<file path="src/rtl/sva_pkg.sv">
// Shared types for the SVA result collector: event kinds, verdict states,
// the default event record and the result-priority helper.
package sva_pkg;

  localparam int SVA_STAMP_W = 16;

  typedef enum logic [1:0] {
    EVT_NONE = 2'd0,
    EVT_SUCC = 2'd1,
    EVT_FAIL = 2'd2,
    EVT_LAZY = 2'd3
  } evt_kind_t;

  typedef enum logic [1:0] {
    V_IDLE = 2'd0,
    V_RUN  = 2'd1,
    V_FAIL = 2'd2
  } verdict_t;

  typedef struct packed {
    evt_kind_t              kind;
    logic [SVA_STAMP_W-1:0] stamp;
  } sva_evt_t;

  // One event per result cycle; a failure outranks a success, which outranks a lazy success.
  function automatic evt_kind_t sel_kind(input logic f, input logic s, input logic l);
    evt_kind_t k;
    if (f) begin
      k = EVT_FAIL;
    end else if (s) begin
      k = EVT_SUCC;
    end else if (l) begin
      k = EVT_LAZY;
    end else begin
      k = EVT_NONE;
    end
    return k;
  endfunction

endpackage

</file>
<file path="src/rtl/sva_evt_fifo.sv">
// First-word-fall-through event FIFO. Pointers carry one extra wrap bit so
// full and empty are told apart without a separate occupancy counter.
// A push into a full FIFO is accepted only when a pop frees a slot that cycle.
module sva_evt_fifo
  import sva_pkg::*;
#(
  parameter int  DEPTH = 8,
  parameter type T     = sva_evt_t
) (
  input  logic i_clk,
  input  logic i_rst,
  input  logic i_clear,
  input  logic i_push,
  input  T     i_data,
  input  logic i_pop,
  output T     o_data,
  output logic o_full,
  output logic o_empty
);

  localparam int AW = (DEPTH > 1) ? $clog2(DEPTH) : 1;

  logic [AW:0] r_wr_ptr;
  logic [AW:0] r_rd_ptr;
  T            r_mem [DEPTH];
  logic        w_pop;
  logic        w_push;

  assign o_empty = (r_wr_ptr == r_rd_ptr);
  assign o_full  = (r_wr_ptr[AW] != r_rd_ptr[AW]) &&
                   (r_wr_ptr[AW-1:0] == r_rd_ptr[AW-1:0]);
  assign w_pop   = i_pop & ~o_empty;
  assign w_push  = i_push & (~o_full | w_pop);
  assign o_data  = r_mem[r_rd_ptr[AW-1:0]];

  // Advance read/write pointers; clear empties the FIFO and overrides any push/pop.
  always_ff @(posedge i_clk) begin
    if (i_rst || i_clear) begin
      r_wr_ptr <= {(AW+1){1'b0}};
      r_rd_ptr <= {(AW+1){1'b0}};
    end else begin
      if (w_push) begin
        r_wr_ptr <= r_wr_ptr + {{AW{1'b0}}, 1'b1};
      end
      if (w_pop) begin
        r_rd_ptr <= r_rd_ptr + {{AW{1'b0}}, 1'b1};
      end
    end
  end

  // Storage write; contents need no reset because the output is masked while empty.
  always_ff @(posedge i_clk) begin
    if (w_push) begin
      r_mem[r_wr_ptr[AW-1:0]] <= i_data;
    end
  end

endmodule

</file>
<file path="src/rtl/sva_result_collector.sv">
// Collects SVA evaluator results: saturating succ/fail/lazy counters, gclk
// round index, sticky verdict FSM and a stamped event stream via sva_evt_fifo.
// Optional feature macro: SVA_COLLECT_LAZY_EN (lazy_succ counted and logged).
module sva_result_collector
  import sva_pkg::*;
#(
  parameter int CNT_WIDTH   = 16,
  parameter int STAMP_WIDTH = 16,
  parameter int EVT_DEPTH   = 8
) (
  input  logic                   sys_clk,
  input  logic                   sys_rst,
  input  logic                   clr,
  input  logic                   gclk_posedge_flag,
  input  logic                   res_valid,
  input  logic                   succ,
  input  logic                   fail,
  input  logic                   lazy_succ,
  output logic [CNT_WIDTH-1:0]   succ_cnt,
  output logic [CNT_WIDTH-1:0]   fail_cnt,
  output logic [CNT_WIDTH-1:0]   lazy_cnt,
  output logic [STAMP_WIDTH-1:0] round_idx,
  output logic [1:0]             verdict,
  output logic                   evt_valid,
  input  logic                   evt_ready,
  output logic [1:0]             evt_kind,
  output logic [STAMP_WIDTH-1:0] evt_stamp,
  output logic                   evt_ovf
);

`ifdef SVA_COLLECT_LAZY_EN
  localparam logic LAZY_EN = 1'b1;
`else
  localparam logic LAZY_EN = 1'b0;
`endif

  localparam logic [CNT_WIDTH-1:0] CNT_MAX = {CNT_WIDTH{1'b1}};
  localparam logic [CNT_WIDTH-1:0] CNT_ONE = {{(CNT_WIDTH-1){1'b0}}, 1'b1};
  localparam logic [1:0]           ST_IDLE = V_IDLE;
  localparam logic [1:0]           ST_RUN  = V_RUN;
  localparam logic [1:0]           ST_FAIL = V_FAIL;

  typedef struct packed {
    evt_kind_t              kind;
    logic [STAMP_WIDTH-1:0] stamp;
  } evt_t;

  logic                   w_clr;
  logic                   w_succ;
  logic                   w_fail;
  logic                   w_lazy;
  logic                   w_push;
  logic                   w_full;
  logic                   w_empty;
  logic                   w_drop;
  evt_t                   w_push_evt;
  evt_t                   w_head;
  logic [CNT_WIDTH-1:0]   r_succ_cnt;
  logic [CNT_WIDTH-1:0]   r_fail_cnt;
  logic [CNT_WIDTH-1:0]   r_lazy_cnt;
  logic [STAMP_WIDTH-1:0] r_round;
  logic [1:0]             r_verdict;
  logic                   r_ovf;

  function automatic logic [CNT_WIDTH-1:0] sat_inc(input logic [CNT_WIDTH-1:0] v, input logic en);
    logic [CNT_WIDTH-1:0] n;
    if (en && (v != CNT_MAX)) begin
      n = v + CNT_ONE;
    end else begin
      n = v;
    end
    return n;
  endfunction

  assign w_clr  = sys_rst | clr;
  assign w_succ = res_valid & succ;
  assign w_fail = res_valid & fail;
  assign w_lazy = res_valid & lazy_succ & LAZY_EN;
  assign w_push = w_succ | w_fail | w_lazy;
  // Full implies non-empty, so evt_ready alone decides whether a slot frees up.
  assign w_drop = w_push & w_full & ~evt_ready;

  assign w_push_evt.kind  = sel_kind(w_fail, w_succ, w_lazy);
  assign w_push_evt.stamp = r_round;

  sva_evt_fifo #(
    .DEPTH (EVT_DEPTH),
    .T     (evt_t)
  ) u_fifo (
    .i_clk   (sys_clk),
    .i_rst   (sys_rst),
    .i_clear (clr),
    .i_push  (w_push),
    .i_data  (w_push_evt),
    .i_pop   (evt_ready),
    .o_data  (w_head),
    .o_full  (w_full),
    .o_empty (w_empty)
  );

  assign evt_valid = ~w_empty;
  assign evt_kind  = w_empty ? 2'b00 : w_head.kind;
  assign evt_stamp = w_empty ? {STAMP_WIDTH{1'b0}} : w_head.stamp;
  assign succ_cnt  = r_succ_cnt;
  assign fail_cnt  = r_fail_cnt;
  assign lazy_cnt  = r_lazy_cnt;
  assign round_idx = r_round;
  assign verdict   = r_verdict;
  assign evt_ovf   = r_ovf;

  // Saturating result counters, round index and sticky overflow flag.
  always_ff @(posedge sys_clk) begin
    if (w_clr) begin
      r_succ_cnt <= {CNT_WIDTH{1'b0}};
      r_fail_cnt <= {CNT_WIDTH{1'b0}};
      r_lazy_cnt <= {CNT_WIDTH{1'b0}};
      r_round    <= {STAMP_WIDTH{1'b0}};
      r_ovf      <= 1'b0;
    end else begin
      r_succ_cnt <= sat_inc(r_succ_cnt, w_succ);
      r_fail_cnt <= sat_inc(r_fail_cnt, w_fail);
      r_lazy_cnt <= sat_inc(r_lazy_cnt, w_lazy);
      if (gclk_posedge_flag) begin
        r_round <= r_round + {{(STAMP_WIDTH-1){1'b0}}, 1'b1};
      end
      if (w_drop) begin
        r_ovf <= 1'b1;
      end
    end
  end

  // Verdict FSM: idle until the first result, any failure is sticky, code 3 recovers to idle.
  always_ff @(posedge sys_clk) begin
    if (w_clr) begin
      r_verdict <= ST_IDLE;
    end else begin
      case (r_verdict)
        ST_IDLE: begin
          if (w_fail) begin
            r_verdict <= ST_FAIL;
          end else if (w_succ || w_lazy) begin
            r_verdict <= ST_RUN;
          end
        end
        ST_RUN: begin
          if (w_fail) begin
            r_verdict <= ST_FAIL;
          end
        end
        ST_FAIL: r_verdict <= ST_FAIL;
        default: r_verdict <= ST_IDLE;
      endcase
    end
  end

endmodule
</file>
<file path="config.mk">
export PLATFORM = sky130hd
export DESIGN_NAME = sva_result_collector
export DESIGN_NICKNAME = d
export VERILOG_FILES = /design/src/rtl/sva_pkg.sv /design/src/rtl/sva_evt_fifo.sv /design/src/rtl/sva_result_collector.sv
export SDC_FILE = /design/constraint.sdc
export NUM_CORES = 1
export LEC_CHECK = 0
export ABC_CLOCK_PERIOD_IN_PS = 3700
export BUFFER_PORTS_ARGS = -buffer_cell sky130_fd_sc_hd__buf_2
export CAP_MARGIN = 5
export CORE_MARGIN = 3
export CORE_UTILIZATION = 50
export CTS_CLUSTER_SIZE = 25
export DETAILED_ROUTE_END_ITERATION = 16
export PLACE_DENSITY = 0.79
export SLEW_MARGIN = 10
export SYNTH_ARGS = -nofsm -noshare
export SYNTH_HDL_FRONTEND = slang
export SYNTH_SLANG_ARGS = --single-unit
</file>
<file path="constraint.sdc">
create_clock -name sys_clk -period 3.7 [get_ports sys_clk]
set_input_delay 0.185 -clock sys_clk [delete_from_list [all_inputs] [get_ports sys_clk]]
set_output_delay 0.185 -clock sys_clk [all_outputs]
set_load 0.03 [all_outputs]
</file>
==> results of run 1 <==
-- cell usage in the layout, fill, tap and decap left out, types with 4 or more instances in the layout --
| cell type | count |
|---|---|
| o21ai_0 | 11 |
| mux4_2 | 36 |
| buf_4 | 14 |
| mux2i_1 | 19 |
| a21oi_1 | 8 |
| buf_2 | 77 |
| bufinv_16 | 6 |
| nand4_1 | 19 |
| conb_1 | 16 |
| clkbuf_16 | 22 |
| nand3_1 | 20 |
| and3_1 | 6 |
| xor2_1 | 22 |
| o211ai_1 | 4 |
| dfxtp_1 | 61 |
| nor2_1 | 74 |
| xor2_2 | 4 |
| or3_1 | 10 |
| clkinv_1 | 7 |
| nand2_1 | 26 |
| inv_1 | 5 |
| nor3_1 | 9 |
| ha_1 | 8 |
| xnor2_1 | 16 |
| edfxtp_1 | 144 |
-- registers in the layout, indices dropped and copies added (netlist names), named ones only --
| register | count |
|---|---|
| fail_cnt | 16 |
| u_fifo.r_wr_ptr | 4 |
| verdict | 2 |
| evt_ovf | 1 |
| u_fifo.r_rd_ptr | 4 |
| round_idx | 16 |
| succ_cnt | 16 |
| u_fifo.r_mem | 144 |
-- kinds of logic (layout without fill, tap and decap cells) --
group,count (synthesis),after routing,share of synthesized area (%)
XOR/XNOR,42,42,4.55
buffers and inverters,63,136,4.49
AO/OA/AOI/OAI,42,42,3.46
AND/OR/NAND/NOR,190,190,11.3
multiplexers,55,55,11.4
other,1,16,0.0428
adder cells (fa/ha/maj),8,8,1.14
flip-flops,206,206,63.6
-- worst reg2reg max path: stages (launching register included) --
cell and delay, ps:
dfxtp_1 620, xor2_2 320, nor3_4 120, a21oi_2 600
buf_4 340
-- final cells by class --
class | count | area [µm²] | area share (%)
multi-input cells | 353 | 2890 | 28.8
flip-flops and latches | 206 | 5570 | 55.5
repair buffers | 91 | 490 | 4.89
well taps | 220 | 275 | 2.74
clock buffers | 24 | 558 | 5.56
clock inverters | 15 | 229 | 2.28
inverters | 6 | 22.5 | 0.224
-- where the power goes --
part	total, mW	leakage, nW	internal (mW)	switching, mW
combinational	0.172	1.31	0.0509	0.121
clock	2.36	0.382	1.50	0.853
sequential	2.47	1.98	2.46	0.0120
-- layer usage --
metal  track usage [%]  vias to the layer above  part of all wire, %
met3              3.31                       35                  7.1
met2              31.7                      205                   51
met1              24.0                     2626                   40
li1                  -                     2379                    -
met5                 0                        -                0.040
met4              4.84                        2                  2.0
-- path summary, 6_finish.rpt --
path	endpoint	slack [ps]	start	cells past startpoint
hold / removal	round_idx[0]	50	gclk_posedge_flag	3
hold reg to reg	evt_ovf	490	evt_ovf	2
setup / recovery	evt_stamp[6]	960	register	5
setup reg to reg	u_fifo.r_mem[7][1]	1390	u_fifo.r_wr_ptr[0]	4
-- stage by stage --
step	worst slack [ps]	hold WS, ps
4_1_cts	878	44.0
5_1_grt	787	77.1
6_report	958	53.7
2_1_floorplan	317	366
3_3_place_gp	1430	452
3_5_place_dp	1400	465
-- synthesized netlist by cell type (all sizes together) --
| master | number |
|---|---|
| and2 | 1 |
| nor2 | 74 |
| a41oi | 2 |
| inv | 5 |
| nor4 | 4 |
| and4 | 2 |
| dfxtp | 62 |
| mux4 | 36 |
| nand3 | 20 |
| or2 | 2 |
| o211ai | 5 |
| a211oi | 3 |
| edfxtp | 144 |
| xor2 | 26 |
| buf | 48 |
| nand4 | 21 |
| a21o | 1 |
| o21ai | 14 |
| and3 | 8 |
| a31oi | 1 |
| or3 | 10 |
| nand2 | 26 |
| nor2b | 1 |
| o2111ai | 2 |
| a32oi | 1 |
| nor4b | 4 |
| o21a | 2 |
| or4 | 2 |
| xnor2 | 16 |
| nor3 | 12 |
| clkinv | 1 |
| ha | 8 |
| a21oi | 11 |
| mux2i | 19 |
| conb | 1 |
| nor3b | 2 |
| nand2b | 1 |
| clkbuf | 9 |
==> run metrics, run 1 <==
Pwr Density=499 mW/mm²; Ys Warns=0; Setup Viol. Count Final=0; Antenna diodes=0; Setup TNS=0 ps; crit path cell chain=buf_4 > mux4_2 > mux2i_1 > nor2_1 > buf_2; die height=138 µm; Die ar.=0.0191 mm²; Mapped Cells=607; max incr delay on CP=940 ps; IO buf count=77; post-synth top area share=49.4%; antenna violations before repair=1; vias post-DR=5247; crit start category=register; Avg WL per Cell=19.2 µm; setup bufs post-CTS=0; Max Freq=365 MHz; Worst Clk Skew=19.2 ps; area grow syn2layout=14.6%; Congestion Overflow GR=0; die width=138 µm; Filler cells=1247; post-route non-filler standard cell count=915; layout cells sized above 1=26.9%; Final GP Congestion=0.872; 1st-pass router iterations=4; Req. time, crit path=3510 ps; synthesized cell area=0.00875 mm²; Crit-path slowest cell=dfxtp_1; highest ir drop seen on vdd=0.432 mV; DRT iter0 DRCs=359; CP endpoint kind=output port; GRT Util Overall=18.3%; Worst-Margin Slew=1150 ps; initial core utilization=51.9%; Synth area leaders=edfxtp_1, dfxtp_1, mux4_2; Rows=47; post-synth top area cell=edfxtp_1; TritonCTS Buffers=22; P_leak=3.67 nW; IO Pins=95; Setup CP Type=register to output port; relative slew slack=23.3%; placed inst area=0.00925 mm²; synthesized area per cell=14.4 µm²; Max Cap Violations=0; clock buffer depth=3; worst skew pair latency=500 ps; buffers plus inverters on the worst setup path=2; Final Max Slew Viols=0; Final Core Density=59.4%; dpl hpwl=10.7 mm; Resized Gates After CTS=0; CTS root buffer=clkbuf_16; Layout Nets=697; fin area=0.0100 mm²; Clock Sinks=206; Final period util=74.1%; Min-Delay Path Class=input pin to register; detailed-route DRC error count=0; CTS clk-pin slew, worst paths=60 ps; largest net degree at the start of global routing=57; routed vias/inst=5.73; H-tree depth=1; crit path max fanout=18; final count of hold timing violations=0; cts hold-fix bufs=0; unrepaired setup endpoints after global routing=no; vias in the first global route=5452; outcome=complete, no violations; Total Power=5.00 mW; first-pass GRT wire length=28.8 mm; core footprint=0.0169 mm²; WP data arrival=2560 ps; #FFs+latches synth=206; CTS tree=done; delay-heaviest family, CP=flip-flops; Netlist cell types=56; Routed Antenna Nets=0; Final min period=2740 ps; total wire length=17.6 mm; register area share after synthesis=63.6%; placed cell count=876
Note: power is estimated with default switching activity, not from simulation.
==> run 2, diff against run 1 <==
- ABC_AREA: default -> 1
- ABC_CLOCK_PERIOD_IN_PS: 3700 -> 2500
- PLACE_DENSITY: 0.79 -> 0.81
- clock period: 3.7 -> 2.5 ns (I/O delays scaled with it)
==> run metrics, run 2 <==
WP data arrival=2220 ps; Final GP Congestion=0.800; Seq pwr share=50.0%; clock buffer depth=3; synthesized cell area=0.00934 mm²; Worst Clk Skew=21.7 ps; post-synth top area share=46.3%; placed cell count=1258; vias post-DR=6824; switching share of power=21.9%; Routed Antenna Nets=0; TritonCTS Buffers=22; worst skew pair latency=510 ps; P_leak=3.98 nW; Setup TNS=0 ps; internal power=5.74 mW; unrepaired setup endpoints after global routing=no; total wire length=20.0 mm; Final Max Slew Viols=0; Total Power=7.35 mW; Netlist cell types=35; die height=143 µm; IO Pins=95; CP endpoint kind=output port; Min-Delay Path Class=input pin to register; vias in the first global route=6317; IO buf count=77; most common flop cell mapped by yosys=edfxtp_1; crit start category=register; ys async rst share=0%; Synth area leaders=edfxtp_1, dfxtp_1, nor2_1; 1st-pass router iterations=5; dpl hpwl=11.9 mm; Max Freq=427 MHz; layout cells sized above 1=15.8%; synthesized area per cell=9.42 µm²; Avg WL per Cell=15.4 µm; H-tree depth=1; DRT iter0 DRCs=413; Req. time, crit path=2380 ps; crit path max fanout=47; Antenna diodes=0; Pwr Density=695 mW/mm²; commonest non-fill, non-tap cells in the layout=nor2_1, nand2_1, edfxtp_1; first-pass GRT wire length=31.5 mm; final count of hold timing violations=0; GRT Util Overall=19.2%; Die ar.=0.0204 mm²; post-route non-filler standard cell count=1300; largest net degree at the start of global routing=73; outcome=complete, no violations; commonest non-fill, non-tap cell in the layout=nor2_1; setup bufs post-CTS=0; Max Cap Violations=0; highest ir drop seen on vdd=0.591 mV; Clock Sinks=206; max FFs per register=144; most frequent cells after synthesis=nor2_1, nand2_1, edfxtp_1; routed vias/inst=5.25; Congestion Overflow GR=0; core footprint=0.0181 mm²; antenna violations before repair=0; register area share after synthesis=59.6%; most common cell in the netlist=nor2_1; post-synth top area cell=edfxtp_1; Rows=49; area grow syn2layout=13.3%; Ys Warns=0; number of synthesized flops with an enable pin=144; Filler cells=1481; Final min period=2340 ps; initial core utilization=51.5%; detailed-route DRC error count=0; Setup CP Type=register to output port; power share of the combinational group=5.3%; CTS tree=done; Final period util=93.6%; Worst-Margin Slew=645 ps; Switch Pwr=1.61 mW; Setup Viol. Count Final=0; relative slew slack=57.0%; Layout Nets=1072; clock power share=44.7%; die width=143 µm; Mapped Cells=991; #FFs+latches synth=206; CTS root buffer=clkbuf_16; CTS clk-pin slew, worst paths=60 ps
## run 2: cell count changes in the layout (fill, tap and decap cells not counted), moves of 7 or more
cell     previous run  this run
inv_1               5        60
o21ai_0            11       126
xnor2_1            16         9
mux2i_1            19         0
a21oi_1             8        42
nor2_1             74       211
mux4_2             36         0
nor2_2              0        11
nand4_1            19        10
o21ai_1             1        11
or3_1              10         0
nand3_2             0         9
xor2_1             22         8
nand2_1            26       152
## run 2: critical path: stages, from the launching register on
cell	delay [ps]
dfxtp_2	340
inv_2	350
buf_12	280
nor2_1	70
o21ai_0	180
o21ai_0	110
nor2_1	150
buf_2	220
## run 2: logic make-up after synthesis
logic type      count (synthesis)  share of synthesized area, %
compound gates                185                          10.2
buf+inv                       134                          7.24
xor+xnor                       19                          1.94
other cells                     1                        0.0402
flops                         206                          59.6
fa+ha+maj                       8                          1.07
simple gates                  438                          19.9
## run 2: final timing paths
| check | start | slack (ps) | endpoint | depth (start not counted) |
|---|---|---|---|---|
| setup / recovery | register | 160 | evt_stamp[14] | 7 |
| hold / removal | fail | 50 | u_fifo.r_mem[3][16] | 2 |
| setup reg to reg | u_fifo.r_wr_ptr[2] | 670 | u_fifo.r_mem[2][13] | 5 |
| hold reg to reg | evt_ovf | 450 | evt_ovf | 2 |
## run 2: per-stage QoR
| stage | cell area (µm²) | worst slack (ps) | util [%] | hold WS (ps) |
|---|---|---|---|---|
| detailed placement | 9810 | 673 | 54.1 | 366 |
| CTS | 10600 | 115 | 58.3 | 41.6 |
| finish | 10600 | 160 | 58.3 | 51.1 |
| global route | 10600 | 16.0 | 58.3 | 52.0 |
| floorplan | 9390 | 441 | - | 215 |
| global placement | 9810 | 698 | 54.1 | 356 |
## run 2: metal layers
metal  vias to the layer above  routed length [µm]  track usage [%]
met5                         -                   0                0
li1                       3398                   -                -
met4                         0                 430             5.20
met2                       233                9380             31.8
met1                      3158                8710             25.8
met3                        35                1450             4.42
## run 2: final cells by class
cell class / instances / area [µm²] / area share [%]
sequential: 206 / 5570 / 52.6
multi-input combinational: 666 / 3170 / 30.0
clock buffer: 32 / 638 / 6.03
timing repair buffer: 96 / 571 / 5.39
tap: 229 / 287 / 2.71
inverter: 63 / 236 / 2.23
clock inverter: 8 / 108 / 1.02
## run 2: what timing repair did
item,in CTS,in global routing
setup endpoints to repair,0,3
hold buffers,2,0
gates resized for setup,0,1
hold endpoints to repair,9,0
## run 2: power by group through the flow
stage                     sequential (mW)  clock, mW  combinational, mW
after global routing                 3.68       3.49              0.431
after detailed placement             3.75          0              0.384
after floorplan                      3.75          0              0.302
after global placement               3.75          0              0.374
after CTS                            3.68       3.33              0.390
final                                3.68       3.29              0.386
